`src/rtl/input_matrix_scanner_pkg.sv`:
```
// Shared constants and event layout for the keypad matrix scanner.
package input_matrix_scanner_pkg;

  localparam int ROWS_DEF = 4;
  localparam int COLS_DEF = 4;

  // Number of keys in the matrix.
  function automatic int nk_of(input int rows, input int cols);
    return rows * cols;
  endfunction

  // Width of a key index, row*COLS+col.
  function automatic int cw_of(input int rows, input int cols);
    return $clog2(rows * cols);
  endfunction

  // Event word is {press, code}: code in the low CW bits, press just above.
  function automatic int ev_w(input int cw);
    return cw + 1;
  endfunction

  localparam int NK_DEF = nk_of(ROWS_DEF, COLS_DEF);
  localparam int CW_DEF = cw_of(ROWS_DEF, COLS_DEF);

endpackage

```
`src/rtl/input_matrix_scanner_if.sv`:
```
// Pin and event-handshake bundle of the keypad scanner.
interface input_matrix_scanner_if #(
  parameter int ROWS = 4,
  parameter int COLS = 4
);
  import input_matrix_scanner_pkg::*;

  localparam int NK = nk_of(ROWS, COLS);
  localparam int CW = cw_of(ROWS, COLS);

  logic [ROWS-1:0] H;
  logic [COLS-1:0] V;
  logic [CW-1:0]   code;
  logic            press;
  logic            valid;
  logic            ready;
  logic [NK-1:0]   held;
  logic            overflow;
  logic            ovf_clr;

  // Scanner side.
  modport master (
    output H, code, press, valid, held, overflow,
    input  V, ready, ovf_clr
  );

  // Board pins plus key encoder side.
  modport slave (
    input  H, code, press, valid, held, overflow,
    output V, ready, ovf_clr
  );
endinterface

```
`src/rtl/input_matrix_scanner_event_fifo.sv`:
```
// Show-ahead event FIFO with wrap-bit pointers and a drop flag for pushes lost to a full queue.
module input_event_fifo #(
  parameter int W     = 5,
  parameter int DEPTH = 4
) (
  input  logic         clk,
  input  logic         rst,
  input  logic         push,
  input  logic [W-1:0] wdata,
  input  logic         pop,
  output logic [W-1:0] rdata,
  output logic         empty,
  output logic         full,
  output logic         drop
);
  localparam int AW = $clog2(DEPTH);
  localparam logic [AW:0] PTR_ONE = (AW+1)'(1);

  logic [DEPTH-1:0][W-1:0] mem_q, mem_d;
  logic [AW:0]             wr_q, wr_d, rd_q, rd_d;
  logic                    do_pop, do_push;

  assign empty = (wr_q == rd_q);
  assign full  = (wr_q[AW] != rd_q[AW]) && (wr_q[AW-1:0] == rd_q[AW-1:0]);
  assign rdata = mem_q[rd_q[AW-1:0]];

  // A full queue still takes a push when the head leaves in the same cycle.
  always_comb begin
    do_pop  = pop & ~empty;
    do_push = push & (~full | do_pop);
    drop    = push & full & ~do_pop;
    mem_d   = mem_q;
    wr_d    = wr_q;
    rd_d    = rd_q;
    if (do_push) begin
      mem_d[wr_q[AW-1:0]] = wdata;
      wr_d                = wr_q + PTR_ONE;
    end
    if (do_pop) rd_d = rd_q + PTR_ONE;
  end

  // Storage and pointer registers.
  always_ff @(posedge clk) begin
    if (rst) begin
      mem_q <= '0;
      wr_q  <= '0;
      rd_q  <= '0;
    end else begin
      mem_q <= mem_d;
      wr_q  <= wr_d;
      rd_q  <= rd_d;
    end
  end

endmodule

```
`src/rtl/input_matrix_scanner.sv`:
```
// Keypad matrix front end: row sequencer, column synchroniser, per-key
// frame-integrating debounce, lowest-index event arbiter and event FIFO.
module input_matrix_scanner
  import input_matrix_scanner_pkg::*;
#(
  parameter int ROWS       = 4,
  parameter int COLS       = 4,
  parameter int SCAN_DIV   = 1000,
  parameter int DEBOUNCE   = 3,
  parameter int FIFO_DEPTH = 4
) (
  input  logic                   clk,
  input  logic                   rst,
  input_matrix_scanner_if.master bus
);
  localparam int NK = nk_of(ROWS, COLS);
  localparam int CW = cw_of(ROWS, COLS);
  localparam int EW = ev_w(CW);
  localparam int RW = $clog2(ROWS);
  localparam int DW = $clog2(SCAN_DIV);
  localparam int BW = $clog2(DEBOUNCE + 1);

  localparam logic [RW-1:0]   R_LAST = RW'(ROWS - 1);
  localparam logic [DW-1:0]   D_LAST = DW'(SCAN_DIV - 1);
  localparam logic [BW-1:0]   B_LAST = BW'(DEBOUNCE);
  localparam logic [ROWS-1:0] H_ONE  = ROWS'(1);

  logic [RW-1:0]             r_q, r_d;
  logic [DW-1:0]             d_q, d_d;
  logic [1:0][COLS-1:0]      vs_q, vs_d;
  logic [NK-1:0]             held_q, held_d;
  logic [NK-1:0][BW-1:0]     cnt_q, cnt_d;
  logic [NK-1:0]             pend_q, pend_d;
  logic                      ovf_q, ovf_d;

  logic                      strobe;
  logic [NK-1:0]             grant;
  logic                      push;
  logic [CW-1:0]             push_code;
  logic                      push_press;
  logic [EW-1:0]             rdata;
  logic                      fifo_empty, fifo_full, drop;

  // The last divider cycle both samples the settled row and advances to the next row.
  assign strobe = (d_q == D_LAST);

  // Row/divider stepping and the two-flop column synchroniser.
  always_comb begin
    d_d  = d_q + DW'(1);
    r_d  = r_q;
    vs_d = {vs_q[0], bus.V};
    if (strobe) begin
      d_d = '0;
      r_d = (r_q == R_LAST) ? '0 : r_q + RW'(1);
    end
  end

  // Debounce the keys of the driven row; a key flips after DEBOUNCE disagreeing samples.
  always_comb begin
    held_d = held_q;
    cnt_d  = cnt_q;
    pend_d = pend_q & ~grant;
    for (int k = 0; k < NK; k++) begin
      if (strobe && (int'(r_q) == k / COLS)) begin
        if (vs_q[1][k % COLS] == held_q[k]) begin
          cnt_d[k] = '0;
        end else if (cnt_q[k] + BW'(1) == B_LAST) begin
          held_d[k] = ~held_q[k];
          cnt_d[k]  = '0;
          pend_d[k] = 1'b1;
        end else begin
          cnt_d[k] = cnt_q[k] + BW'(1);
        end
      end
    end
  end

  // Grant the lowest-index pending key; its event carries the already-updated key state.
  always_comb begin
    grant      = '0;
    push       = 1'b0;
    push_code  = '0;
    push_press = 1'b0;
    for (int k = NK - 1; k >= 0; k--) begin
      if (pend_q[k]) begin
        grant      = '0;
        grant[k]   = 1'b1;
        push       = 1'b1;
        push_code  = CW'(k);
        push_press = held_q[k];
      end
    end
  end

  // A drop in the same cycle as a clear leaves the flag set.
  always_comb begin
    ovf_d = (ovf_q & ~bus.ovf_clr) | drop;
  end

  // All scanner state.
  always_ff @(posedge clk) begin
    if (rst) begin
      r_q    <= '0;
      d_q    <= '0;
      vs_q   <= '0;
      held_q <= '0;
      cnt_q  <= '0;
      pend_q <= '0;
      ovf_q  <= 1'b0;
    end else begin
      r_q    <= r_d;
      d_q    <= d_d;
      vs_q   <= vs_d;
      held_q <= held_d;
      cnt_q  <= cnt_d;
      pend_q <= pend_d;
      ovf_q  <= ovf_d;
    end
  end

  input_event_fifo #(
    .W     (EW),
    .DEPTH (FIFO_DEPTH)
  ) u_fifo (
    .clk   (clk),
    .rst   (rst),
    .push  (push),
    .wdata ({push_press, push_code}),
    .pop   (bus.valid & bus.ready),
    .rdata (rdata),
    .empty (fifo_empty),
    .full  (fifo_full),
    .drop  (drop)
  );

  assign bus.H        = H_ONE << r_q;
  assign bus.code     = rdata[CW-1:0];
  assign bus.press    = rdata[CW];
  assign bus.valid    = ~fifo_empty;
  assign bus.held     = held_q;
  assign bus.overflow = ovf_q;

endmodule

```
`src/flat_wrapper.sv`:
```
// flat-port wrapper written by rule: the top's interface ports become plain ports
module input_matrix_scanner_flat import input_matrix_scanner_pkg::*;
#(
  parameter int ROWS       = 4,
  parameter int COLS       = 4,
  parameter int SCAN_DIV   = 1000,
  parameter int DEBOUNCE   = 3,
  parameter int FIFO_DEPTH = 4
)
  (clk, rst, bus_H, bus_code, bus_press, bus_valid, bus_held, bus_overflow, bus_V, bus_ready, bus_ovf_clr);
  input_matrix_scanner_if #(.ROWS(ROWS), .COLS(COLS)) bus_i ();
  input  logic clk;
  input  logic rst;
  output wire logic [$bits(bus_i.H)-1:0] bus_H;
  output wire logic [$bits(bus_i.code)-1:0] bus_code;
  output wire logic [$bits(bus_i.press)-1:0] bus_press;
  output wire logic [$bits(bus_i.valid)-1:0] bus_valid;
  output wire logic [$bits(bus_i.held)-1:0] bus_held;
  output wire logic [$bits(bus_i.overflow)-1:0] bus_overflow;
  input wire logic [$bits(bus_i.V)-1:0] bus_V;
  input wire logic [$bits(bus_i.ready)-1:0] bus_ready;
  input wire logic [$bits(bus_i.ovf_clr)-1:0] bus_ovf_clr;
  assign bus_H = bus_i.H;
  assign bus_code = bus_i.code;
  assign bus_press = bus_i.press;
  assign bus_valid = bus_i.valid;
  assign bus_held = bus_i.held;
  assign bus_overflow = bus_i.overflow;
  assign bus_i.V = bus_V;
  assign bus_i.ready = bus_ready;
  assign bus_i.ovf_clr = bus_ovf_clr;
  input_matrix_scanner #(.ROWS(ROWS), .COLS(COLS), .SCAN_DIV(SCAN_DIV), .DEBOUNCE(DEBOUNCE), .FIFO_DEPTH(FIFO_DEPTH)) u_core (.clk(clk), .rst(rst), .bus(bus_i));
endmodule
```
`config.mk`:
```
export PLATFORM = sky130hd
export DESIGN_NAME = input_matrix_scanner_flat
export DESIGN_NICKNAME = d
export VERILOG_FILES = /design/src/rtl/input_matrix_scanner_pkg.sv /design/src/rtl/input_matrix_scanner_if.sv /design/src/rtl/input_matrix_scanner_event_fifo.sv /design/src/rtl/input_matrix_scanner.sv /design/src/flat_wrapper.sv
export SDC_FILE = /design/constraint.sdc
export NUM_CORES = 1
export LEC_CHECK = 0
export ABC_AREA = 1
export CORE_MARGIN = 1.5
export CORE_UTILIZATION = 46
export DETAILED_ROUTE_END_ITERATION = 16
export GPL_ROUTABILITY_DRIVEN = 1
export SYNTH_ARGS = -nofsm -noshare
export SYNTH_HDL_FRONTEND = slang
export SYNTH_SLANG_ARGS = --single-unit
export TNS_END_PERCENT = 5
```
`constraint.sdc`:
```
create_clock -name clk -period 2.6 [get_ports clk]
set_clock_uncertainty 0.2 [all_clocks]
set_input_delay 0.52 -clock clk [delete_from_list [all_inputs] [get_ports clk]]
set_output_delay 0.52 -clock clk [all_outputs]
set_load 0.01 [all_outputs]
```
==> Yosys cells after proc, flatten, opt, wreduce, memory -nomap -nowiden <==
Index checks and enable logic that the tools add are counted.
{ "op_classes": {"n_lt_le_gt_ge": 3, "n_bitwise": 46, "muxes": 150, "n_addsub": 20, "shifts": 1, "eq_ne": 40, "reduce_logical": 24} }
{ "ops": {"columns": ["op", "n"], "rows": [
  ["two-way mux 16 bit", 16],
  ["two-way mux 1 bit", 80],
  ["two-way mux 2 bit", 33],
  ["two-way mux 4 bit", 16],
  ["AND reduction 3 bit", 16],
  ["equality test 2 bit (second input constant)", 19],
  ["inverter 1 bit", 36],
  ["adder 2 x 1 -> 2 bit (second input constant)", 17],
  ["bitwise mux 20 bit", 1],
  ["bitwise AND 16 bit", 1],
  ["equality test 1 bit", 16],
  ["inverter 16 bit", 1],
  ["adder 10 x 1 -> 10 bit (second input constant)", 1],
  ["binary-select mux 5 bit (select 2 bit)", 1],
  ["demux 5 bit (select 2 bit)", 1],
  ["equality test 10 bit (second input constant)", 1],
  ["two-way mux 5 bit", 2],
  ["adder 3 x 1 -> 3 bit (second input constant)", 2],
  ["bitwise AND 1 bit", 6],
  ["logical AND 1 bit", 6],
  ["less-than comparator 2 x 3 -> 1 bit (second input constant)", 2],
  ["left shift 1 x 2 -> 4 bit (first input constant)", 1],
  ["equality test 3 bit", 1],
  ["equality test 2 x 1 -> 1 bit (second input constant)", 1],
  ["other kinds (6)", 7]
]} }
{ "word_totals": {"out_inout_bits": 27, "register_bits": 111, "wordCells": 328, "input_bits": 8} }

==> Logic depth before layout (Yosys ltp) <==
Gate-level depths: netlist of the first run.
{ "logic_depth": {"depth_word": 21, "ltp_mapped": 19, "mapped_depth_nobuf": 19} }

==> By module <==
Synthesis of the first run repeated with hierarchy kept, for this count alone.
{ "hier_totals": {"hier_cells": 777, "area_unflattened_um2": 5504.0} }
{ "by_module_without_submodules": {"columns": ["mod", "n_inst", "cells_each", "seq_area_each_um2", "area_per_inst_um2"], "rows": [
  ["input_matrix_scanner", 1, 532, 1701.6, 3882.5],
  ["input_event_fifo", 1, 245, 520.5, 1621.6]
]} }

==> Worst setup path before layout of the first run <==
No wires, ideal clock.
{ "synth_path": {"path_type": "register -> register", "startpoint": "reg u_core.d_q[0]", "endpoint": "reg u_core.held_q[4], in the netlist u_core.bus.held[4]", "stages_incl_launch_ff": 13, "setup_time_ns": 0.119, "path_buffers": 0, "arrival_ns": 1.638, "setup_slack_ns": 0.642, "period_less_slack_ns": 1.958, "t_required_ns": 2.281, "cell_sequence": "dfxtp_1 > ha_1 > nand2_1 > inv_1 > nand2_1 > nor4_2 > nand3_2 > inv_1 > nand2_1 > a21oi_2 > nand3_1 > o21ai_0 > a21oi_1"} }
{ "synth_via": {"elab_chain_cells": 3} }
{ "synth_rtl": {"columns": ["element", "line", "text"], "rows": [
  ["start: declaration", "input_matrix_scanner.sv:29", "logic [DW-1:0] d_q, d_d;"],
  ["start signal: assignment", "input_matrix_scanner.sv:104", "d_q <= '0;"],
  ["start signal: assignment", "input_matrix_scanner.sv:112", "d_q <= d_d;"],
  ["equality test 10 bit", "input_matrix_scanner.sv:45", "assign strobe = (d_q == D_LAST);"],
  ["logical AND 1 bit", "input_matrix_scanner.sv:64", "if (strobe && (int'(r_q) == k / COLS)) begin"],
  ["AND reduction 3 bit (no source line)", null, null],
  ["end signal: assignment", "input_matrix_scanner.sv:114", "held_q <= held_d;"],
  ["end: declaration", "input_matrix_scanner.sv:31", "logic [NK-1:0] held_q, held_d;"]
]} }
No other way between the ends.
A chain may end at the register's enable or synchronous reset.

==> Worst setup path after layout of the first run <==
{ "layout_path": {"startpoint": "reg u_core.u_fifo.rd_q[1]", "endpoint": "out bus_press"} }
{ "layout_via": {"elab_chain_cells": 2} }
{ "layout_rtl": {"columns": ["element", "line", "text"], "rows": [
  ["start: declaration", "input_matrix_scanner_event_fifo.sv:20", "logic [AW:0] wr_q, wr_d, rd_q, rd_d;"],
  ["start signal: assignment", "input_matrix_scanner_event_fifo.sv:51", "rd_q <= rd_d;"],
  ["binary-select mux 5 bit (select 2 bit)", "input_matrix_scanner_event_fifo.sv:25", "assign rdata = mem_q[rd_q[AW-1:0]];"],
  ["two-way mux 5 bit (not written as such)", "input_matrix_scanner_event_fifo.sv:25", null],
  ["end: declaration", "flat_wrapper.sv:16", "output wire logic [$bits(bus_i.press)-1:0] bus_press;"]
]} }
No other way between the ends. The select of a mux whose other input is x is not followed.

==> results of run 1 <==
-- timing repair --
item / in CTS / in global routing
hold buffers: 0 / 0
resized for setup: 0 / 3
setup endpoints to repair: 0 / 5
-- cell type report --
cell class | count | area [um^2]
Tap cell | 140 | 175
Multi-Input combinational cell | 452 | 2380
Timing Repair Buffer | 38 | 365
Clock inverter | 6 | 43.8
Fill cell | 1057 | 5090
Sequential cell | 111 | 2220
Clock buffer | 10 | 138
Inverter | 113 | 424
-- per-stage QoR --
step | cell area (um^2) | total power, mW | util | hold slack [ns]
2_1_floorplan | 5110 | 1.86 | - | 0.188
3_3_place_gp | 5570 | 1.92 | 0.514 | 0.192
3_5_place_dp | 5570 | 1.92 | 0.514 | 0.202
4_1_cts | 5750 | 2.89 | 0.531 | 0.217
5_1_grt | 5750 | 2.99 | 0.531 | 0.222
6_report | 5750 | 2.86 | 0.531 | 0.212
-- worst min-delay path by stage --
stage,startpoint,end,slack (ns)
2_1_floorplan,u_core.vs_d[4],u_core.vs_q[4],0.19
3_3_place_gp,u_core.vs_d[7],u_core.vs_q[7],0.19
3_5_place_dp,u_core.vs_d[7],u_core.vs_q[7],0.20
4_1_cts,u_core.vs_d[7],u_core.vs_q[7],0.22
5_1_grt,u_core.vs_d[7],u_core.vs_q[7],0.22
6_report,u_core.vs_d[7],u_core.vs_q[7],0.21
-- cell usage after synthesis (3+ instances only) --
| cell | number | area (um^2) |
|---|---|---|
| a211oi_1 | 17 | 128 |
| a21oi_1 | 84 | 420 |
| a31oi_1 | 5 | 31.3 |
| clkbuf_1 | 18 | 67.6 |
| dfxtp_1 | 111 | 2220 |
| ha_1 | 10 | 125 |
| inv_1 | 107 | 402 |
| inv_2 | 6 | 22.5 |
| nand2_1 | 102 | 383 |
| nand3_1 | 17 | 85.1 |
| nand4_1 | 7 | 43.8 |
| nor2_1 | 62 | 233 |
| nor2_4 | 3 | 33.8 |
| nor3_1 | 30 | 150 |
| nor3_2 | 5 | 50.1 |
| nor3b_1 | 4 | 30.0 |
| o21a_1 | 4 | 30.0 |
| o21ai_0 | 65 | 325 |
| o22ai_1 | 4 | 25.0 |
| xnor2_1 | 16 | 140 |
| xor2_1 | 3 | 26.3 |
-- routing by layer --
metal	routed length [um]	vias up	share of wire	track usage
li1	-	2323	-	-
met1	5630	2087	0.49	0.268
met2	5350	69	0.47	0.345
met3	374	8	0.033	0.0555
met4	123	0	0.011	0.0602
met5	0	-	0	0
-- registers in the layout (all words and copies together) (netlist names) --
register             cells
u_core.u_fifo.wr_q       3
u_core.bus.overflow      1
u_core.u_fifo.rd_q       3
u_core.r_q               2
u_core.u_fifo.mem_q     20
u_core.vs_q              4
u_core.bus.held         16
u_core.d_q              10
u_core.vs_d              4
u_core.cnt_q            32
u_core.pend_q           16
-- critical path: stages (launching register included) --
cell and delay (ns):
dfxtp_2 0.37, inv_1 0.17, o21ai_0 0.12, o22ai_1 0.16, clkdlybuf4s50_1 0.57
-- power by group --
part / switching, mW / internal [mW]
logic: 0.0926 / 0.0634
registers: 0.0159 / 1.71
clock network: 0.599 / 0.378
-- logic make-up (layout without fill, tap and decap cells) --
family,Yosys count,after routing,share of synthesized area
AND/OR/NAND/NOR,240,240,0.214
AO/OA/AOI/OAI,183,183,0.195
buffers and inverters,133,167,0.0993
flip-flops,111,111,0.435
XOR/XNOR,19,19,0.0325
adder cells (fa/ha/maj),10,10,0.0245
==> Implementation_results.wiki, run 1 <==
{| class="wikitable"
! Metric !! Value
|-
| HPWL after DPL || 8.27 mm
|-
| Die boundary width || 108 um
|-
| Port Buf Inserts || 34
|-
| Reg-to-reg critical path startpoint || u_core.d_q[0]
|-
| Maximum clock frequency || 0.402 GHz
|-
| Number of diodes || 0
|-
| Pin count of the biggest net entering global routing || 53
|-
| Rows || 38
|-
| Leading cell types in the layout, fill and taps excluded || dfxtp_1, inv_1, nand2_1, a21oi_1, o21ai_0
|-
| Worst slew margin || 0.584
|-
| Worst skew pair latency || roughly 0.4 ns
|-
| R2R Path End || u_core.bus.held[4]
|-
| Total vias in the final route || 4487
|-
| Total clock buffers created by CTS || 9
|-
| Clock-pin slew on the worst setup and hold paths || 0.10 ns
|-
| CTS tree || built
|-
| Crit path time final || 2.49 ns
|-
| Number of post-CTS setup repair buffers || 0
|-
| CTS Sinks || 111
|-
| Setup slack of the critical path after layout || 0.114 ns
|-
| Final worst-path cycle share || 0.956
|-
| Max-cap violation count || 0
|-
| Area of the die || ~12000 um^2
|-
| Weighted congestion reported at the end of routability-driven placement || about 0.83
|-
| Layout Area Growth over Synthesis || 12.5%
|-
| Start-to-end type of the worst setup path || flop to output port
|-
| Cells after Synth || 696
|-
| Power density over the cells || 497 nW/um^2
|-
| Hold Crit Depth || 2
|-
| Net count after synthesis || 714
|-
| Sequential area share after synthesis || 0.435
|-
| Leading cell type in the layout, fill and taps excluded || dfxtp_1
|-
| Worst min path class || flop to flop
|-
| Max Root-Sink Buffers || 2
|-
| Post-route DRC || 0
|-
| Final hold violation count || 0
|-
| Standby leakage power || roughly 2.2 nW
|-
| GRT Overall Usage || 0.209
|-
| Post-synth EDFFs || 0
|-
| Clock root cell || clkbuf_8
|-
| R2R Setup Slk || 0.28 ns
|-
| Syn Std Cell Area || 5110 um^2
|-
| Setup TNS || 0 ns
|-
| Detailed Route WL || 11.5 mm
|-
| Antenna-violating nets left || 0
|-
| Number of different library cells in the post-synthesis netlist || 33
|-
| Slew at the pin with the worst max-slew slack || 0.624 ns
|-
| Count of warnings emitted by yosys || 0
|-
| Level count of the clock H-tree || 3
|-
| Initial antenna violation count || 0
|-
| Wire length of the first global-routing pass || 19.2 mm
|-
| Average detailed-routed wire length per instance || 13.2 um
|-
| Aggregate global routing overflow || 0
|-
| Cell count of the worst reg-to-reg path || 12
|-
| Register bit count reported by yosys || roughly 110
|-
| Final layout net count || 743
|-
| CP Data Arrival Time || 1.77 ns
|-
| Share of post-route cells with drive strength above 1 || 0.0685
|-
| RSZ-0062 raised after global routing || false
|-
| Placeable core region || between 10000 and 15000 um^2
|-
| Setup violation total in the final timing report || 0
|-
| Die Y || 108 um
|-
| Crit path launch type || flop
|-
| Number of non-filler instances in the completed layout || 870
|-
| Max-slew violation count || 0
|-
| Startpoint of the worst setup timing path || u_core.u_fifo.rd_q[1]
|-
| Boundary Pins || 35
|-
| Number of global-route vias before repair || 4211
|-
| Critical Path End || bus_press
|-
| Initial standard-cell utilization of the core || 0.472
|-
| Critical path fanouts, max || 7
|-
| Critical Path RT || 1.88 ns
|-
| Largest vdd supply drop || between 0.0004 and 0.0005 V
|-
| Proportion of synthesized flip-flops having asynchronous set or reset || 0
|-
| Worst slack, placed || 0.305 ns
|-
| Iteration count of the initial detailed-routing pass || 4
|-
| Routed via count divided by cell count || 5.16
|-
| Average footprint of a synthesized cell || 7.35 um^2
|-
| Number of placed cells counting well taps || 854
|-
| Status || finished, final reports clean
|-
| Worst setup EP type || output port
|-
| Most used DFF post-synth || dfxtp_1
|-
| DRC marker count from the first detailed-route iteration || between 200 and 300
|}
Power figures use the tool's default switching activity.
==> run 2, diff against run 1 <==
--- a/config.mk
+++ b/config.mk
@@ -7,7 +7,7 @@
 export LEC_CHECK = 0
 export ABC_AREA = 1
 export CORE_MARGIN = 1.5
-export CORE_UTILIZATION = 46
+export CORE_UTILIZATION = 45
 export DETAILED_ROUTE_END_ITERATION = 16
 export GPL_ROUTABILITY_DRIVEN = 1
 export SYNTH_ARGS = -nofsm -noshare
==> constraint.sdc (replaced) <==
create_clock -name clk -period 2.87 [get_ports clk]
set_clock_uncertainty 0.2 [all_clocks]
set_input_delay 0.574 -clock clk [delete_from_list [all_inputs] [get_ports clk]]
set_output_delay 0.574 -clock clk [all_outputs]
set_load 0.01 [all_outputs]
==> Implementation_results.wiki, run 2 (same netlist as run 1, synthesis figures left out) <==
{| class="wikitable"
! Metric !! Value
|-
| Max FFs per register || 32 (unchanged)
|-
| RSZ-0062 raised after global routing || false
|-
| CTS Sinks || 111 (unchanged)
|-
| Crit path launch type || flop
|-
| Level count of the clock H-tree || 3 (unchanged)
|-
| Share of post-route cells with drive strength above 1 || 0.0604 (-0.00814)
|-
| Pin count of the biggest net entering global routing || 53 (unchanged)
|-
| Cells resized by post-CTS repair || 0 (unchanged)
|-
| Largest vdd supply drop || 0.000479 V (+14%)
|-
| Worst hold slack after final layout || 0.194 ns (-0.0183 ns)
|-
| Rows || 38 (unchanged)
|-
| Power density over the cells || 508 nW/um^2 (+2.0%)
|-
| Worst min path class || flop to flop
|-
| Post-route DRC || 0 (unchanged)
|-
| Initial antenna violation count || 0 (unchanged)
|-
| Number of post-CTS setup repair buffers || 0 (unchanged)
|-
| Initial standard-cell utilization of the core || 0.466 (-0.00613)
|-
| Placeable core region || 11000 um^2 (+1.3%)
|-
| Layout Utilization || 0.534 (+0.00313)
|-
| Critical path, cell by cell || inv_1 > o21ai_0 > a21oi_1 > a21oi_1 > clkdlybuf4s50_1
|-
| Area of the die || 12000 um^2 (+2.2%)
|-
| Slew at the pin with the worst max-slew slack || 0.601 ns (-0.0225 ns)
|-
| Status || finished, final reports clean
|-
| Worst slew margin || 0.599 (+0.0150)
|-
| Total design power || 2.98 mW (+4.0%)
|-
| CP peak stage delay || 0.55 ns (-0.02 ns)
|-
| Number of diodes || 0 (unchanged)
|-
| Layout Area Growth over Synthesis || 14.7%
|-
| Setup TNS || 0 ns (unchanged)
|-
| Final worst-path cycle share || 0.915
|-
| Start-to-end type of the worst setup path || flop to output port
|-
| Iteration count of the initial detailed-routing pass || 4 (unchanged)
|-
| Crit path time final || 2.63 ns
|-
| Max-slew violation count || 0 (unchanged)
|-
| DRC marker count from the first detailed-route iteration || 196 (-30%)
|-
| Slowest cell on crit path || clkdlybuf4s50_1
|-
| Weighted congestion reported at the end of routability-driven placement || 0.812 (-1.8%)
|-
| HPWL after DPL || 8.14 mm (-1.7%)
|-
| Maximum clock frequency || 0.381 GHz
|-
| Worst setup EP type || output port
|-
| CP Data Arrival Time || 1.85 ns (+0.08 ns)
|-
| Worst skew pair latency || 0.35 ns (-0.04 ns)
|-
| Leading registers by flop count || u_core.cnt_q (32), u_core.u_fifo.mem_q (20)
|-
| Routed via count divided by cell count || 5.10 (-1.2%)
|-
| Die Y || 110 um (+1.1%)
|-
| Critical Path RT || 2.10 ns (+0.22 ns)
|-
| Die boundary width || 110 um (+1.1%)
|-
| Largest reg by FF count || u_core.cnt_q
|-
| Setup violation total in the final timing report || 0 (unchanged)
|-
| Wire length of the first global-routing pass || 19.0 mm (-1.4%)
|-
| Leading cell types in the layout, fill and taps excluded || dfxtp_1, inv_1, nand2_1, a21oi_1, o21ai_0
|-
| Max-cap violation count || 0 (unchanged)
|-
| Number of global-route vias before repair || 4185 (-0.62%)
|-
| Total clock buffers created by CTS || 9 (unchanged)
|-
| Hold-fix buffer count after cts || 0 (unchanged)
|-
| Boundary Pins || 35 (unchanged)
|-
| Detailed Route WL || 11.2 mm (-2.8%)
|-
| Max Root-Sink Buffers || 2 (unchanged)
|-
| Average detailed-routed wire length per instance || 12.8 um (-2.7%)
|-
| GRT Overall Usage || 0.203 (-0.00608)
|-
| Final layout net count || 742 (-0.13%)
|-
| Aggregate global routing overflow || 0 (unchanged)
|-
| Port Buf Inserts || 34 (unchanged)
|-
| CTS tree || built
|-
| Clock-pin slew on the worst setup and hold paths || 0.07 ns (-0.03 ns)
|-
| Critical path fanouts, max || 7 (unchanged)
|-
| Total vias in the final route || 4428 (-1.3%)
|-
| Antenna-violating nets left || 0 (unchanged)
|-
| Standby leakage power || 2.27 nW (+2.0%)
|-
| Leading cell type in the layout, fill and taps excluded || dfxtp_1
|-
| Clock root cell || clkbuf_16
|-
| Most common cell type on the critical path || a21oi_1
|-
| Final hold violation count || 0 (unchanged)
|}
## run 2: layer usage
metal  GRT usage  vias up  part of all wire
li1            -     2332                 -
met1       0.251     2027              0.47
met2       0.351       64              0.48
met3      0.0557        5             0.035
met4      0.0417        0            0.0070
met5           0        -                 0
## run 2: final timing paths
kind	from	end	slack, ns	cells after the start
setup / recovery	u_core.u_fifo.rd_q[1]	bus_code[3]	0.24	5
hold / removal	u_core.vs_d[4]	u_core.vs_q[4]	0.19	2
setup reg to reg	u_core.d_q[0]	u_core.bus.held[10]	0.66	12
hold reg to reg	u_core.vs_d[4]	u_core.vs_q[4]	0.19	2
## run 2: final cells by class
class | count | area, um^2
flip-flops and latches | 111 | 2220
fillers | 1046 | 5120
repair buffers | 37 | 358
inverters | 113 | 424
well taps | 140 | 175
multi-input cells | 452 | 2380
clock inverters | 4 | 55.1
clock buffers | 12 | 246
## run 2: through the flow
step	instance area [um^2]	std cells	setup WS, ns
after floorplan	5110	696	0.912
after global placement	5560	853	0.608
after detailed placement	5560	853	0.585
after CTS	5860	869	0.229
after global routing	5860	869	0.0883
final	5860	869	0.245
## run 2: where the power goes
part	internal [mW]	switching [mW]	leakage [nW]
Combinational	0.0572	0.0850	1.23
Sequential	1.55	0.0135	0.896
Clock	0.705	0.566	0.143
Total	2.31	0.664	2.27
## run 2: worst max-delay path, delay by kind of cell (launching register included)
family | cells | cell delay, ns
buffers and inverters | 2 | 0.74
flip-flops | 1 | 0.48
AO/OA/AOI/OAI | 3 | 0.28
==> run 3, diff against run 2 <==
--- a/config.mk
+++ b/config.mk
@@ -10,6 +10,7 @@
 export CORE_UTILIZATION = 45
 export DETAILED_ROUTE_END_ITERATION = 16
 export GPL_ROUTABILITY_DRIVEN = 1
+export REMOVE_ABC_BUFFERS = 1
 export SYNTH_ARGS = -nofsm -noshare
 export SYNTH_HDL_FRONTEND = slang
 export SYNTH_SLANG_ARGS = --single-unit
==> constraint.sdc (replaced) <==
create_clock -name clk -period 2.87 [get_ports clk]
set_clock_uncertainty 0.2 [all_clocks]
set_input_delay 0.574 -clock clk [delete_from_list [all_inputs] [get_ports clk]]
set_output_delay 0.574 -clock clk [all_outputs]
set_load 0.005 [all_outputs]
==> Implementation_results.wiki, run 3 (same netlist as run 1, synthesis figures left out) <==
{| class="wikitable"
! Metric !! Value
|-
| Largest vdd supply drop || 0.000498 V (+4.0%)
|-
| Number of diodes || 0 (unchanged)
|-
| Leading registers by flop count || u_core.cnt_q (32), u_core.u_fifo.mem_q (20)
|-
| Sw Ratio || 0.216 (-0.00677)
|-
| Max-cap violation count || 0 (unchanged)
|-
| GRT Overall Usage || 0.205 (+0.00214)
|-
| HPWL after DPL || 8.25 mm (+1.4%)
|-
| Die boundary width || 110 um (unchanged)
|-
| Standby leakage power || 2.27 nW (+0.20%)
|-
| Boundary Pins || 35 (unchanged)
|-
| Worst min path class || flop to flop
|-
| CP Data Arrival Time || 1.78 ns (-0.07 ns)
|-
| Leading cell types in the layout, fill and taps excluded || dfxtp_1, inv_1, nand2_1, a21oi_1, o21ai_0
|-
| Maximum clock frequency || 0.391 GHz (+2.7%)
|-
| Largest reg by FF count || u_core.cnt_q
|-
| Final layout net count || 743 (+0.13%)
|-
| Average detailed-routed wire length per instance || 13.0 um (+1.6%)
|-
| Sequential share of power || 0.532 (+0.007)
|-
| Number of post-CTS setup repair buffers || 0 (unchanged)
|-
| Post-route DRC || 0 (unchanged)
|-
| Crit path launch type || flop
|-
| Worst slew margin || 0.591 (-0.00879)
|-
| Crit path time final || 2.56 ns (-0.0696 ns)
|-
| Power density over the cells || 502 nW/um^2 (-1.1%)
|-
| Final worst-path cycle share || 0.890 (-0.0242)
|-
| Logic pwr share || 0.047 (about the same)
|-
| P_sw || 0.636 mW (-4.2%)
|-
| RSZ-0062 raised after global routing || false
|-
| Met3 global-route usage || 0.0474 (-0.00830)
|-
| Layout Utilization || 0.534 (about the same)
|-
| Clock root cell || clkbuf_16
|-
| Start-to-end type of the worst setup path || flop to output port
|-
| Number of global-route vias before repair || 4167 (-0.43%)
|-
| Clock-pin slew on the worst setup and hold paths || 0.07 ns (about the same)
|-
| Worst setup EP type || output port
|-
| Setup violation total in the final timing report || 0 (unchanged)
|-
| Aggregate global routing overflow || 0 (unchanged)
|-
| Final hold violation count || 0 (unchanged)
|-
| Detailed Route WL || 11.3 mm (+1.6%)
|-
| Area of the die || 12000 um^2 (unchanged)
|-
| Fill count || 1079 (+3.2%)
|-
| Clock power share || 0.421 (-0.006)
|-
| Weighted congestion reported at the end of routability-driven placement || 0.780 (-3.9%)
|-
| Max FFs per register || 32 (unchanged)
|-
| Hold Crit Depth || 2 (unchanged)
|-
| GRT busiest layer || met2
|-
| Total vias in the final route || 4446 (+0.41%)
|-
| Internal power || 2.31 mW (-0.30%)
|-
| Pin count of the biggest net entering global routing || 53 (unchanged)
|-
| Critical Path RT || 2.10 ns (about the same)
|-
| Met1 Resource Use GR || 0.261 (+0.00958)
|-
| Level count of the clock H-tree || 3 (unchanged)
|-
| Initial antenna violation count || 0 (unchanged)
|-
| Max-slew violation count || 0 (unchanged)
|-
| CTS Sinks || 111 (unchanged)
|-
| Slew at the pin with the worst max-slew slack || 0.614 ns (+0.0132 ns)
|-
| Port Buf Inserts || 34 (unchanged)
|-
| Status || finished, final reports clean
|-
| Layout Area Growth over Synthesis || 14.6% (about the same)
|-
| Routed via count divided by cell count || 5.12 (+0.41%)
|-
| Hold-fix buffer count after cts || 0 (unchanged)
|-
| Rows || 38 (unchanged)
|-
| Cells resized by post-CTS repair || 0 (unchanged)
|-
| Initial standard-cell utilization of the core || 0.466 (unchanged)
|-
| Worst skew pair latency || 0.35 ns (about the same)
|-
| Total clock buffers created by CTS || 9 (unchanged)
|-
| CTS tree || built
|-
| Leading cell type in the layout, fill and taps excluded || dfxtp_1
|-
| Met2 track demand over resource in global routing || 0.341 (-0.0106)
|-
| Wire length of the first global-routing pass || 19.0 mm (+0.14%)
|-
| Share of post-route cells with drive strength above 1 || 0.0604 (unchanged)
|-
| Cell count of the worst reg-to-reg path || 12 (unchanged)
|-
| Critical path fanouts, max || 13 (+6)
|-
| Max Root-Sink Buffers || 2 (unchanged)
|-
| Placeable core region || 11000 um^2 (unchanged)
|-
| DRC marker count from the first detailed-route iteration || 223 (+14%)
|-
| Die Y || 110 um (unchanged)
|-
| Iteration count of the initial detailed-routing pass || 4 (unchanged)
|-
| Setup TNS || 0 ns (unchanged)
|-
| Antenna-violating nets left || 0 (unchanged)
|}
## run 3: cell count changes in the layout (fill, tap and decap cells not counted), sizes merged
cell	change
buf	+1
clkinvlp	-1
## run 3: layer usage
layer / up-vias / part of all wire
met5: - / 0
met4: 0 / 0.017
met3: 15 / 0.030
met2: 61 / 0.46
met1: 2049 / 0.50
li1: 2321 / -
## run 3: worst max-delay path: stages (launching register included)
cell and delay, ns:
dfxtp_1 0.31, inv_1 0.25, o21ai_0 0.16, o22ai_1 0.18
clkdlybuf4s50_1 0.53
## run 3: final cells by class
class                           count  area, um^2  area share
Timing Repair Buffer               38         365      0.0623
Tap cell                          140         175      0.0299
Clock buffer                       12         246      0.0421
Inverter                          113         424      0.0724
Multi-Input combinational cell    452        2380       0.407
Sequential cell                   111        2220       0.379
Clock inverter                      3        43.8     0.00747
## run 3: path summary, 6_finish.rpt
| path | endpoint | from | slack, ns |
|---|---|---|---|
| setup / recovery | bus_press | u_core.u_fifo.rd_q[0] | 0.31 |
| hold / removal | u_core.vs_q[6] | u_core.vs_d[6] | 0.20 |
| setup reg to reg | u_core.bus.held[10] | u_core.d_q[0] | 0.65 |
| hold reg to reg | u_core.vs_q[6] | u_core.vs_d[6] | 0.20 |
## run 3: power by group through the flow
stage                     logic (mW)  registers, mW  clock network (mW)
after floorplan               0.0706           1.60                   0
after global placement         0.138           1.60                   0
after detailed placement       0.140           1.60                   0
after CTS                      0.140           1.56                1.28
after global routing           0.157           1.56                1.34
final                          0.139           1.56                1.24
## run 3: stage by stage
stage	total power, mW	hold WS [ns]	worst slack, ns	instance area (um^2)	cells
4_1_cts	2.98	0.207	0.330	5860	869
3_5_place_dp	1.74	0.197	0.588	5570	854
2_1_floorplan	1.67	0.188	0.914	5030	676
5_1_grt	3.06	0.225	0.220	5860	869
6_report	2.94	0.203	0.315	5860	869
3_3_place_gp	1.74	0.192	0.630	5570	854
==> RTL edit 1, RTL diff (settings of run 1) <==
`FIFO_DEPTH` is set to 4 in 2 places; all go to 2.
--- a/src/rtl/input_matrix_scanner.sv
+++ b/src/rtl/input_matrix_scanner.sv
@@ -8,5 +8,5 @@
   parameter int SCAN_DIV   = 1000,
   parameter int DEBOUNCE   = 3,
-  parameter int FIFO_DEPTH = 4
+  parameter int FIFO_DEPTH = 2
 ) (
   input  logic                   clk,
--- a/src/flat_wrapper.sv
+++ b/src/flat_wrapper.sv
@@ -6,5 +6,5 @@
   parameter int SCAN_DIV   = 1000,
   parameter int DEBOUNCE   = 3,
-  parameter int FIFO_DEPTH = 4
+  parameter int FIFO_DEPTH = 2
 )
   (clk, rst, bus_H, bus_code, bus_press, bus_valid, bus_held, bus_overflow, bus_V, bus_ready, bus_ovf_clr);
Formal check against the unedited RTL: same outputs for any inputs over 10 cycles, from zero or initial values and one cycle with rst high; that may be too few to reach the edited logic, so the function may still have changed.
==> RTL edit 1 against run 1 <==
  * Final area shrank 9.2%
  * Synthesized area shrank 11%
  * Die area shrank 11%
  * Setup slack gained 0.044 ns
  * Wire length shrank 13%
  * Via count shrank 13%
  * First-iteration DRC count shrank 33%
  * Power shrank 8.3%
  * Sequential cell count shrank 12
  * Combinational power shrank 44%
  * Critical endpoint is now bus_code[0]
  * Largest cell class unchanged
  * Sequential share of layout area shrank 0.71 points
==> RTL edit 1: results (changes against run 1) <==
Final layout
  – Fin cells: 785 (-9.8%)
  – Share of final-layout standard cells stronger than drive strength 1: 9.36% (+2.5 points)
  – Final net count: 660 (-11%)
  – Number of antenna repair diodes: 0 (unchanged)
  – Fill cell total of the finished layout: 943 (-11%)

Critical path
  – Worst Setup SP: u_core.u_fifo.rd_q[0]
  – Top Family by Delay on Critical Path: buffers and inverters
  – Data arrival at the endpoint of the critical path: 1.72 ns (-0.05 ns)
  – Count of cells along the worst register-to-register path: 9 (-3)
  – Worst reg2reg setup slack: 0.44 ns (+0.16 ns)
  – Beginning of the worst register-to-register path: u_core.d_q[0]
  – Worst R2R End: u_core.bus.held[9]
  – End point of the critical path: bus_code[0]
  – Peak fanout along the critical path: 8 (+1)

Timing
  – Transition time of the tightest slew-check pin: 0.548 ns (-0.0759 ns)
  – Worst hold slack across all endpoints: 0.205 ns (-0.00694 ns)

CTS
  – Clock transition at the register clock pins on the worst setup and hold paths after CTS: 0.09 ns
  – Number of gates resized after cts: 0 (unchanged)
  – # H-tree levels: 3 (unchanged)
  – Root Buffer: clkbuf_8
  – Max clock buf depth: 2 (unchanged)
  – Clock insertion delay at the later pin of the skew report: 0.36 ns (-0.03 ns)

Place
  – Placed wire-length estimate: 7.38 mm (-11%)
  – Port-buffer cells: 34 (unchanged)
  – RePlAce Congestion: 0.847 (+2.5%)
  – Placed insts: 769 (-10%)

Yosys
  – Count of synthesis-stage warnings from yosys: 0 (unchanged)
  – Synthesized netlist cell count: 612 (-12%)
  – Post-Syn Nets: 625 (-12%)
  – Mux cell area share after synthesis: 0.221% (+0.22 points)
  – Most frequent cell after synthesis: nand2_1
  – Adder-Cell Fraction of Synth Area: 1.38% (-1.1 points)
  – Distinct cell type count after synthesis: 38 (+15%)
  – FFs w/ async S/R, synth: 0% (unchanged)
  – Top cells by instance count after synthesis: nand2_1, dfxtp_1, inv_1, a21oi_1, o21ai_0
  – Share of the synthesized area in compound gates (AO/OA/AOI/OAI): 19.4% (-0.12 points)
  – Fraction of the yosys area taken by sequential cells: 43.7% (+0.21 points)
  – Cells taking the most area after synthesis: dfxtp_1, nand2_1, a21oi_1
  – Xor and xnor fraction of the mapped netlist area: 1.74% (-1.5 points)

Pwr
  – P_leak: 1.94 nW (-13%)
  – Max VDD drop: 0.315 mV (-25%)
  – Internal Pwr Total: 2.01 mW (-6.8%)
  – Combinational-cell power consumption: 0.0879 mW (-44%)

Global routing
  – Aggregate global-route resource usage: 20.6% (-0.32 points)
  – Vias in the first global route: 3620 (-14%)
  – Maximum number of pins on one net before global-route repair: 39 (-26%)
  – Global-route wire length before repair: 16.8 mm (-13%)

Worst hold path
  – Cells on Worst Hold Path: 2 (unchanged)
  – Hold path endpoint: u_core.vs_q[6]
  – Startpoint of the lowest-slack hold path: u_core.vs_d[6]

Detailed routing
  – Number of vias after detailed routing: 3904 (-13%)
  – Initial DRC count: 187 (-33%)
  – Initial DRT Pass Iterations: 4 (unchanged)
  – WL final: 9.95 mm (-13%)

Status
  – Outcome: finished clean
-- RTL edit 1: layout make-up --
type | instances | area, sq um | area share, %
multi-input combinational | 394 | 2100 | 40.2
sequential | 99 | 1980 | 37.9
inverter | 103 | 387 | 7.40
timing repair buffer | 40 | 385 | 7.38
tap | 133 | 166 | 3.19
clock buffer | 9 | 124 | 2.37
clock inverter | 7 | 77.6 | 1.49
-- RTL edit 1: through the flow --
step                      total power [mW]  cell area (sq um)  setup slack [ns]  util, %
final                                 2.62               5220             0.158     53.9
after global routing                  2.75               5220            0.0343     53.9
after CTS                             2.66               5220             0.111     53.9
after detailed placement              1.66               5020             0.440     51.8
after global placement                1.66               5020             0.538     51.8
after floorplan                       1.62               4540             0.726        -
-- RTL edit 1: per-layer routing --
layer	part of all wire (%)	vias up	GRT usage (%)
met5	0	-	0
met4	1.3	0	7.48
met3	2.4	10	3.69
met2	47	52	34.2
met1	49	1768	26.7
li1	-	2074	-
==> RTL edit 2, RTL diff (flow settings as in run 1) <==
Without the edit above. Take the reset off `vs_q` and load it in a clocked block of its own.
--- a/src/rtl/input_matrix_scanner.sv
+++ b/src/rtl/input_matrix_scanner.sv
@@ -103,5 +103,4 @@
       r_q    <= '0;
       d_q    <= '0;
-      vs_q   <= '0;
       held_q <= '0;
       cnt_q  <= '0;
@@ -111,5 +110,4 @@
       r_q    <= r_d;
       d_q    <= d_d;
-      vs_q   <= vs_d;
       held_q <= held_d;
       cnt_q  <= cnt_d;
@@ -117,4 +115,8 @@
       ovf_q  <= ovf_d;
     end
+  end
+
+  always_ff @(posedge clk) begin
+    vs_q <= vs_d;
   end
 
Formal check against the unedited RTL: same outputs for any inputs over 10 cycles, from zero or initial values and one cycle with rst high; that may be too few to reach the edited logic, so the function may still have changed.
==> RTL edit 2 against run 1 <==
  * Sequential power about the same
  * Power up 5.6%
  * Sequential cell count unchanged
  * Setup slack worse by 0.0046 ns
  * Wire length up 1.6%
  * Count of clock-buffer cells in the layout is 1 lower
  * Synthesized area is essentially flat
  * Final cell count is 2.4% lower
  * Fmax shrank 0.18%
  * Final area increased by 0.72%
  * Critical path type unchanged
==> RTL edit 2: results (changes against run 1) <==
Status
  – Outcome: finished clean

Yosys
  – Top cells by instance count after synthesis: dfxtp_1, inv_1, a21oi_1, nand2_1, nor2_1
  – Fraction of the yosys area taken by sequential cells: 43.4% (about the same)
  – Synthesized netlist cell count: 673 (-3.3%)
  – Cells taking the most area after synthesis: dfxtp_1, a21oi_1, inv_1
  – Prevailing post-synth register cell: dfxtp_1
  – Post-Syn Nets: 691 (-3.2%)
  – Count of synthesis-stage warnings from yosys: 0 (unchanged)
  – Distinct cell type count after synthesis: 38 (+15%)

Worst hold path
  – Startpoint of the lowest-slack hold path: u_core.vs_d[7]
  – Worst min-delay path class: reg2reg
  – Cells on Worst Hold Path: 0 (-2)

Final layout
  – Fin cells: 849 (-2.4%)
  – Number of antenna repair diodes: 0 (unchanged)
  – Fill cell total of the finished layout: 1051 (-0.57%)
  – Top Registers: u_core.cnt_q (32), u_core.u_fifo.mem_q (20)
  – Final net count: 722 (-2.8%)
  – Share of final-layout standard cells stronger than drive strength 1: 8.74% (+1.9 points)

Global routing
  – Met3 capacity usage during global routing: 4.34% (-1.2 points)
  – Met2 Resource Use GR: 35.0% (+0.49 points)
  – Global-route wire length before repair: 19.1 mm (-0.64%)
  – Aggregate global-route resource usage: 20.9% (+0.028 points)
  – Peak-usage layer in the global routing report: met2
  – Maximum number of pins on one net before global-route repair: 43 (-19%)
  – Met1 GRT Util: 26.0% (-0.75 points)
  – Vias in the first global route: 4187 (-0.57%)

Detailed routing
  – Met2 layer wire length in the routed design: 5.49 mm (+2.6%)
  – Detailed-routed wire length on met3: 454 um (+21%)
  – Initial DRT Pass Iterations: 5 (+1)
  – Initial DRC count: 266 (-5.3%)
  – Per-cell via count in the routed design: 5.19 (+0.58%)
  – Length of routed wiring on met1: 5.42 mm (-3.8%)
  – WL/cell: 13.7 um (+4.2%)

Place
  – Placement Cell Area: 0.00557 sq mm (about the same)
  – Port-buffer cells: 34 (unchanged)
  – Placed insts: 833 (-2.5%)
  – RePlAce Congestion: 0.924 (+12%)
  – Placed wire-length estimate: 8.55 mm (+3.4%)

Critical path
  – Peak fanout along the critical path: 11 (+4)
  – Worst Setup SP: u_core.u_fifo.rd_q[0]
  – Count of cells along the worst register-to-register path: 8 (-4)
  – Beginning of the worst register-to-register path: u_core.d_q[0]
  – Data arrival at the endpoint of the critical path: 1.77 ns (about the same)

CTS
  – # H-tree levels: 3 (unchanged)
  – TritonCTS Buffers: 9 (unchanged)
  – Max clock buf depth: 2 (unchanged)
  – Clock insertion delay at the later pin of the skew report: between 0.3 and 0.4 ns
  – Number of buffers inserted to repair setup after CTS: 0 (unchanged)
  – Number of gates resized after cts: 1 (+1)
  – Clock transition at the register clock pins on the worst setup and hold paths after CTS: approximately 0.11 ns

Timing
  – Transition time of the tightest slew-check pin: 0.554 ns (-0.0693 ns)

Pwr
  – P_leak: 2.28 nW (+2.5%)
  – Max VDD drop: 0.375 mV (-11%)
  – Switching fraction of total power: 23.3% (-1.5 points)
[RTL edit 2: cell type report]
class | count | area share [%]
clock buffers | 9 | 2.14
clock inverters | 7 | 1.64
inverters | 106 | 6.87
multi-input cells | 437 | 41.5
flip-flops and latches | 111 | 38.4
well taps | 140 | 3.02
repair buffers | 39 | 6.48
[RTL edit 2: cells by family after synthesis]
family	share of synthesized area [%]
AOI/OAI and AO/OA	20.7
xor gates and xnor gates	3.94
adders and majority gates	2.45
buffers and inverters	9.64
DFF	43.4
and+or+nand+nor	19.8
[RTL edit 2: path summary, 6_finish.rpt]
kind / to / slack, ns
min: u_core.vs_q[7] / 0.13
min reg2reg: u_core.vs_q[7] / 0.13
max reg2reg: u_core.cnt_q[29] / 0.48
max: bus_press / 0.11
[RTL edit 2: through the flow]
| stage | setup WS, ns | util (%) |
|---|---|---|
| 2_1_floorplan | 0.765 | - |
| 5_1_grt | -0.00114 | 53.5 |
| 3_3_place_gp | 0.459 | 51.4 |
| 4_1_cts | 0.0359 | 53.4 |
| 6_report | 0.109 | 53.5 |
| 3_5_place_dp | 0.381 | 51.4 |
[RTL edit 2: power by group through the flow]
stage	clock network [mW]	registers, mW	logic [mW]
global route	1.23	1.73	0.172
detailed placement	0	1.77	0.151
CTS	1.17	1.73	0.152
floorplan	0	1.76	0.102
global placement	0	1.77	0.147
finish	1.14	1.73	0.153
[RTL edit 2: worst max-delay path, stage by stage (launching register included)]
cell	delay [ns]
dfxtp_1	0.36
buf_4	0.18
o21ai_0	0.10
o22ai_1	0.19
clkdlybuf4s50_1	0.56
